## src/rtl/comb_row_buffer.sv

```systemverilog
// comb_row_buffer
// Result row store at the output of the Combination Block and responder for
// the Argmax read interface. A producer writes FEATURE_ROWS rows in order
// over a valid/ready handshake; once the last row lands done_comb is held
// high. The consumer drives read_row and samples adj_fm_wm_row in the same
// cycle (combinational read).
//
// Ports:
//   clk           - clock, all state on rising edge
//   reset         - synchronous, active-high reset (clears state and storage)
//   start         - one-cycle pulse, arms (or re-arms) a fill from row 0
//   wr_valid      - producer has a row on wr_row
//   wr_row        - row data, WEIGHT_COLS elements of DOT_PROD_WIDTH bits
//   wr_ready      - buffer accepts a row this cycle (high only while filling)
//   rows_written  - rows accepted since the last start
//   done_comb     - all FEATURE_ROWS rows stored (level)
//   read_row      - consumer row address
//   adj_fm_wm_row - stored row at read_row, all zeros when out of range
//   rd_err        - registered out-of-range / unwritten-row read flag
//
// Optional feature: define COMB_BUF_RD_CHECK_EN to enable rd_err checking;
// otherwise rd_err is tied low and no check logic exists.

module comb_row_buffer #(
  parameter int FEATURE_ROWS   = 6,
  parameter int WEIGHT_COLS    = 3,
  parameter int DOT_PROD_WIDTH = 16,
  parameter int FEATURE_WIDTH  = $clog2(FEATURE_ROWS)
) (
  input  logic                      clk,
  input  logic                      reset,
  input  logic                      start,
  input  logic                      wr_valid,
  input  logic [DOT_PROD_WIDTH-1:0] wr_row [0:WEIGHT_COLS-1],
  output logic                      wr_ready,
  output logic [FEATURE_WIDTH:0]    rows_written,
  output logic                      done_comb,
  input  logic [FEATURE_WIDTH-1:0]  read_row,
  output logic [DOT_PROD_WIDTH-1:0] adj_fm_wm_row [0:WEIGHT_COLS-1],
  output logic                      rd_err
);

  typedef enum logic [1:0] {
    IDLE = 2'd0,
    FILL = 2'd1,
    FULL = 2'd2
  } state_t;

  localparam logic [FEATURE_WIDTH:0]   LP_ROWS = (FEATURE_WIDTH+1)'(FEATURE_ROWS);
  localparam logic [FEATURE_WIDTH-1:0] LP_LAST = FEATURE_WIDTH'(FEATURE_ROWS - 1);

  state_t                    r_state;
  state_t                    w_next_state;
  logic [FEATURE_WIDTH-1:0]  r_wr_ptr;
  logic [FEATURE_WIDTH:0]    r_rows_written;
  logic [DOT_PROD_WIDTH-1:0] r_mem [0:FEATURE_ROWS-1][0:WEIGHT_COLS-1];
  logic                      w_wr_ready;
  logic                      w_done;
  logic                      w_wr_en;
  logic                      w_rd_in_range;

  // Next-state and handshake decode. start has priority over a handshake in
  // the same cycle, so a colliding row is dropped.
  always_comb begin
    w_next_state = r_state;
    w_wr_ready   = 1'b0;
    w_done       = 1'b0;
    w_wr_en      = 1'b0;
    unique case (r_state)
      IDLE: begin
        if (start) w_next_state = FILL;
      end
      FILL: begin
        w_wr_ready = 1'b1;
        if (!start && wr_valid) begin
          w_wr_en = 1'b1;
          if (r_wr_ptr == LP_LAST) w_next_state = FULL;
        end
      end
      FULL: begin
        w_done = 1'b1;
        if (start) w_next_state = FILL;
      end
      default: w_next_state = IDLE;
    endcase
  end

  always_ff @(posedge clk) begin
    if (reset) begin
      r_state        <= IDLE;
      r_wr_ptr       <= '0;
      r_rows_written <= '0;
      for (int unsigned r = 0; r < FEATURE_ROWS; r++) begin
        for (int unsigned c = 0; c < WEIGHT_COLS; c++) begin
          r_mem[r][c] <= '0;
        end
      end
    end else begin
      r_state <= w_next_state;
      if (start) begin
        r_wr_ptr       <= '0;
        r_rows_written <= '0;
      end else if (w_wr_en) begin
        for (int unsigned c = 0; c < WEIGHT_COLS; c++) begin
          r_mem[r_wr_ptr][c] <= wr_row[c];
        end
        r_wr_ptr       <= r_wr_ptr + FEATURE_WIDTH'(1);
        r_rows_written <= r_rows_written + (FEATURE_WIDTH+1)'(1);
      end
    end
  end

  // Zero-latency read; addresses beyond the depth read as zero.
  assign w_rd_in_range = ({1'b0, read_row} < LP_ROWS);

  always_comb begin
    for (int unsigned c = 0; c < WEIGHT_COLS; c++) begin
      adj_fm_wm_row[c] = '0;
      if (w_rd_in_range) adj_fm_wm_row[c] = r_mem[read_row][c];
    end
  end

`ifdef COMB_BUF_RD_CHECK_EN
  logic r_rd_err;

  // Flags a read past the depth, or of a row not yet written in this fill.
  always_ff @(posedge clk) begin
    if (reset) begin
      r_rd_err <= 1'b0;
    end else begin
      r_rd_err <= !w_rd_in_range ||
                  ((r_state != FULL) && ({1'b0, read_row} >= r_rows_written));
    end
  end

  assign rd_err = r_rd_err;
`else
  assign rd_err = 1'b0;
`endif

  assign wr_ready     = w_wr_ready;
  assign done_comb    = w_done;
  assign rows_written = r_rows_written;

endmodule

```

## config.mk

```make
export PLATFORM = sky130hd
export DESIGN_NAME = comb_row_buffer
export DESIGN_NICKNAME = d
export VERILOG_FILES = /design/src/rtl/comb_row_buffer.sv
export SDC_FILE = /design/constraint.sdc
export NUM_CORES = 1
export LEC_CHECK = 0
export CAP_MARGIN = 5
export CORE_AREA = 2 2 141 281
export CTS_CLUSTER_SIZE = 30
export DETAILED_ROUTE_END_ITERATION = 6
export DIE_AREA = 0 0 143 283
export PLACE_DENSITY = 0.59
export RECOVER_POWER = 25
export SYNTH_ARGS = -nofsm -noshare
export SYNTH_HDL_FRONTEND = slang
export SYNTH_SLANG_ARGS = --single-unit
export TNS_END_PERCENT = 10
```

## constraint.sdc

```tcl
create_clock -name clk -period 4.9 [get_ports clk]
set_input_delay 0.98 -clock clk [delete_from_list [all_inputs] [get_ports clk]]
set_output_delay 0.98 -clock clk [all_outputs]
set_load 0.03 [all_outputs]
```

==> results of run 1 <==
## registers in the layout (all words and copies together), names as in the netlist
name          flops
r_mem           288
r_state           2
r_wr_ptr          3
rows_written      4
## layout make-up
class,count,area share (%)
clock inverter,14,0.607
timing repair buffer,138,8.88
clock buffer,38,4.78
tap,520,4.10
sequential,297,55.6
inverter,4,0.0946
multi-input combinational,630,25.9
## final timing paths
path                        start               end  slack [ps]  depth (start not counted)
hold / removal    rows_written[3]   rows_written[3]         500                          2
setup reg to reg       r_state[0]      r_mem[2][32]        1680                          4
hold reg to reg   rows_written[3]   rows_written[3]         500                          2
setup / recovery      read_row[1]  adj_fm_wm_row[5]         600                          5
## report_power, final
part | leakage (uW) | switching (uW) | internal (uW)
clock | 0.000410 | 924 | 1140
combinational | 0.00219 | 310 | 206
sequential | 0.00304 | 24.5 | 2870
total | 0.00564 | 1260 | 4210
## cell usage in the layout, fill, tap and decap left out, drive strengths merged, types with 3 or more instances in the layout
cell type      synthesis  routed
ha                     3       3
and2                  96      96
or3                    3       3
nor2                 199     199
nand3                  3       3
mux2i                 96      96
clkdlybuf4s50          0     105
clkbuf                36      41
mux2                  48      48
edfxtp               288     288
nand2b                 4       4
dfxtp                  9       9
o21bai                 6       6
buf                   37      28
clkinv                 0      10
a21oi                  5       5
o221ai                48      48
inv                    4       4
nor2b                  3       3
clkinvlp               0       3
nand2                100     100
## kinds of logic after synthesis
| logic type | Yosys count | synth area share, % |
|---|---|---|
| simple gates | 415 | 14.8 |
| compound gates | 65 | 4.06 |
| fa+ha+maj | 3 | 0.283 |
| other cells | 1 | 0.0283 |
| buf+inv | 77 | 2.86 |
| flops | 297 | 66.5 |
| mux | 144 | 11.3 |
| xor+xnor | 2 | 0.132 |
## layer usage
metal,up-vias,global-route usage (%)
li1,3800,-
met1,4044,19.1
met2,215,27.9
met3,37,2.32
met4,2,4.06
met5,-,0
## stage by stage
stage / utilization (%) / area [um^2] / worst slack [ps]
floorplan: - / 13300 / 477
global placement: 39.3 / 15100 / 660
detailed placement: 39.3 / 15100 / 631
CTS: 41.5 / 15900 / 610
global route: 41.3 / 15900 / 526
finish: 41.3 / 15900 / 601
## worst max-delay path, delay by kind of cell
family	cells	cell delay [ps]
compound gates	1	340
buf+inv	3	1540
simple gates	1	450
==> metrics, run 1 <==
status=finished with violations; failing checks=max-capacitance violations, max-slew violations; fin crit period=4300 ps; Max FO, Critical Path=34; Starting DRT DRC Count=435; Mean Syn Cell Area=13.2 um^2; startpoint types=input pin; cts repair resizes=0; fin nets=1,157; Async S/R FF share, synth=0%; Met3 Wirelength=1620 um; initial core utilization=34.6%; leading area contributor after synthesis=edfxtp_1; Worst Path Arrival=3320 ps; cts hold-fix bufs=0; # rows=102; Max Slew Vio Count=50; Avg WL per Cell=19.1 um; P_leak=0.00564 uW; Yosys reg bits=297; cts bufs inserted=28; synth unique cells=36; ANT nets after route=0; grt total ovfl=0; Seq/Total Area, Yosys=66.5%; met2 WL=16,200 um; EDFF count, synth=288; share of cells above drive strength 1=12.1%; CP max stage delay=750 ps; TritonCTS clock tree=done; post-synthesis instance area=13,300 um^2; synthesis-to-finish area growth=19.6%; H-tree Lvls=1; Max-Slew Margin vs Limit=-56.7%; vias in the first global route=8,659; Worst Tran Pin Value=2350 ps; RSZ-0062 raised after global routing=false; yosys warns=0; post-DP HPWL=19,600 um; WS Path Type=in2out; GPL Wtd Cong=0.698; Detailed Routing Iterations Pass 1=5; Setup crit end kind=primary output; Power Dens Cells=345 nW/um^2; Die Ht=283 um; # Post-CTS Setup Buffers=0; IO Port Bufs=108; Via-to-Cell Ratio=4.93; Hold WC Path Type=reg2reg; Reg area=8830 um^2; Placed Cells=1,589; Worst-Skew Late Latency=550 ps; IO Count=110; CP dominant cell by count=clkdlybuf4s50_1; DRT met1 WL=12,900 um; Req. time, crit path=3920 ps; Setup-failing EPs final=0; post-synth top area share=65.2%; maximum VDD drop=0.000292 V; Reg clk slew, reported paths=60 ps; overall routing resource usage=15.5%; Multi-input gate area=4110 um^2; max_cap viols=3; synth cell count leaders=edfxtp_1 (288), nor2_1 (189), nand2_1 (100); final setup TNS=0 ps; Final Non-Filler Cells=1,641; antenna violations before repair=1; Die Wd=143 um; clk_skew=5.54 ps; Top FF cell, synth=edfxtp_1; WHS=499 ps; CTS root buf=clkbuf_16; die footprint=40,500 um^2; crit share post-route=87.7%; clk buf depth=3; global-route wire length before repair=48,800 um; pin count of the biggest net entering global routing=51; achievable frequency=233 MHz; CORE AREA=38,400 um^2; Vias=8,098; Synth Net Count=1,062; highest routing layer actually used=met5; top-count cell post-synth=edfxtp_1; WL final=31,300 um; Post-route DRC=0; Fillers=3,612; ordered cell list for the critical path=clkdlybuf4s50_1, nand2b_2, buf_12, o221ai_1, clkdlybuf4s50_1; n_diodes=0; Synth area leaders=edfxtp_1 (65%), mux2i_1 (7.2%), nor2_1 (5.3%), and2_1 (4.5%), mux2_2 (4.1%); TritonCTS Sinks=297; Power, Total=5470 uW; CP max-delay cell=clkdlybuf4s50_1; Cells after Synth=1,004; endpoints failing hold=0
Note: power is estimated with default switching activity, not from simulation.
==> inputs of run 2 (changes only) <==
- ABC_AREA: not set -> 1
- CORE_AREA: 2 2 141 281 -> 2 2 135 268
- DIE_AREA: 0 0 143 283 -> 0 0 137 270
- PLACE_DENSITY: 0.59 -> 0.75
- REMOVE_ABC_BUFFERS: not set -> 1
==> metrics, run 2 <==
status=finished with violations; failing checks=max-capacitance violations, max-slew violations; post-synthesis instance area=17,200 um^2; antenna violations before repair=3; synth cell count leaders=nor2_1 (609), edfxtp_1 (384), nand2_1 (290); Mean Syn Cell Area=9.97 um^2; Post-route DRC=0; Cells after Synth=1,724; Vias=12,192; cts bufs inserted=34; overall routing resource usage=22.6%; max FFs per register=384; clk_skew=10.3 ps; Reg clk slew, reported paths=60 ps; share of cells above drive strength 1=6.19%; Worst Path Arrival=3460 ps; TritonCTS Sinks=393; Setup crit end kind=primary output; Die Ht=270 um; WS Path Type=in2out; RSZ-0062 raised after global routing=false; Worst setup endpoint=adj_fm_wm_row[6]; grt total ovfl=0; initial core utilization=49.2%; Worst R2R Path Depth=7; synth unique cells=24; Die Wd=137 um; Hold WC Path Type=reg2reg; Worst-Skew Late Latency=520 ps; clk buf depth=3; leading area contributor after synthesis=edfxtp_1; routing usage on met2=41.2%; Avg WL per Cell=18.4 um; global-route wire length before repair=64,600 um; die footprint=37,000 um^2; fin crit period=4440 ps; startpoint types=input pin; worst reg2reg endpoint=r_mem[0][22]; grt peak-use layer=met2; Power Dens Cells=354 nW/um^2; cts hold-fix bufs=0; Reg2Reg Setup Slack=1350 ps; Yosys reg bits=393; max_cap viols=1; cts repair resizes=0; Max Slew Vio Count=49; # rows=97; fin nets=1,844; Setup-failing EPs final=0; H-tree Lvls=2; # Post-CTS Setup Buffers=0; CORE AREA=35,000 um^2; Reg-to-Reg Start=r_state[0]; maximum VDD drop=0.000229 V; Async S/R FF share, synth=0%; WL final=41,500 um; Via-to-Cell Ratio=5.41; met3 usage=2.83%; vias in the first global route=12,434; Synth area leaders=edfxtp_1 (67%), nor2_1 (13%), nand2_1 (6.3%), o21ai_0 (5.4%), inv_1 (1.8%); Detailed Routing Iterations Pass 1=5; IO Count=110; achievable frequency=225 MHz; post-DP HPWL=22,700 um; top-count cell post-synth=nor2_1; crit share post-route=90.6%; Max FO, Critical Path=33; commonest non-fill, non-tap cell in the layout=nor2_1; synthesis-to-finish area growth=14.6%; P_leak=0.00781 uW; final setup TNS=0 ps; Top FF cell, synth=edfxtp_1; GPL Wtd Cong=0.781; endpoints failing hold=0; leading cell types in the layout, fill and taps excluded=nor2_1 (608), edfxtp_1 (384), nand2_1 (283); Seq/Total Area, Yosys=68.2%; EDFF count, synth=384; Max-Slew Margin vs Limit=-87.7%; IO Port Bufs=108; Worst Tran Pin Value=2810 ps; yosys warns=0; pin count of the biggest net entering global routing=101; TritonCTS clock tree=done; post-synth top area share=67.1%; GRT met1 Usage=26.0%; ANT nets after route=0; Starting DRT DRC Count=1,142; CP startpoint=read_row[2]; CTS root buf=clkbuf_16; largest reg by FF count=r_mem; Power, Total=6960 uW; Req. time, crit path=3920 ps
[run 2: cell count changes in the layout (fill, tap and decap cells not counted), sizes merged, moves of 82 or more]
cell / delta
and2: -96
edfxtp: +96
inv: +82
mux2i: -96
nand2: +191
nor2: +413
o21ai: +193
[run 2: worst min-delay path by stage]
stage / endpoint / start / slack (ps) / cells after the start
5_1_grt: rows_written[3] / rows_written[3] / 560 / 2
3_5_place_dp: rows_written[3] / rows_written[3] / 520 / 2
2_1_floorplan: r_wr_ptr[2] / r_wr_ptr[2] / 500 / 2
3_3_place_gp: rows_written[3] / rows_written[3] / 490 / 2
6_report: rows_written[3] / rows_written[3] / 530 / 2
4_1_cts: rows_written[3] / rows_written[3] / 530 / 2
[run 2: area by class of cell]
cell class                 count  area [um^2]
fill                        2897        15300
sequential                   393        11700
multi-input combinational   1144         4780
timing repair buffer         127         1300
clock buffer                  44          952
tap                          445          557
inverter                      86          325
clock inverter                15         71.3
antenna                        1         2.50
[run 2: report_power, final]
group	leakage (uW)	switching [uW]	internal (uW)	total, uW
Combinational	0.00340	435	200	635
Clock	0.000507	1160	1370	2530
Sequential	0.00391	24.0	3770	3790
[run 2: metrics by stage]
stage	worst slack, ps	hold WS, ps	std cells	util [%]	instance area, um^2
floorplan	520	501	1623	-	16700
global placement	478	494	2195	53.5	18700
detailed placement	451	518	2195	53.5	18700
CTS	438	526	2254	56.4	19700
global route	345	559	2255	56.3	19700
finish	462	526	2255	56.3	19700
[run 2: kinds of logic (layout without fill, tap and decap cells)]
| logic type | count (synthesis) | in the layout | share of synthesized area [%] |
|---|---|---|---|
| compound gates | 200 | 200 | 5.84 |
| flops | 393 | 393 | 68.2 |
| buf+inv | 187 | 272 | 4.57 |
| xor+xnor | 2 | 2 | 0.102 |
| fa+ha+maj | 3 | 3 | 0.218 |
| other cells | 1 | 2 | 0.0218 |
| simple gates | 938 | 938 | 21.1 |
[run 2: worst max-delay path: stages]
cell             delay, ps
clkdlybuf4s50_1        470
inv_2                   60
nor2_4                 720
buf_4                  390
nand2_1                 90
nand2_1                 80
clkdlybuf4s50_1        670
[run 2: routing by layer]
metal / share of wire (%) / wire length, um
met4: 3.9 / 1610
met3: 7.0 / 2900
met2: 54 / 22600
met1: 35 / 14400
met5: 0.060 / 25
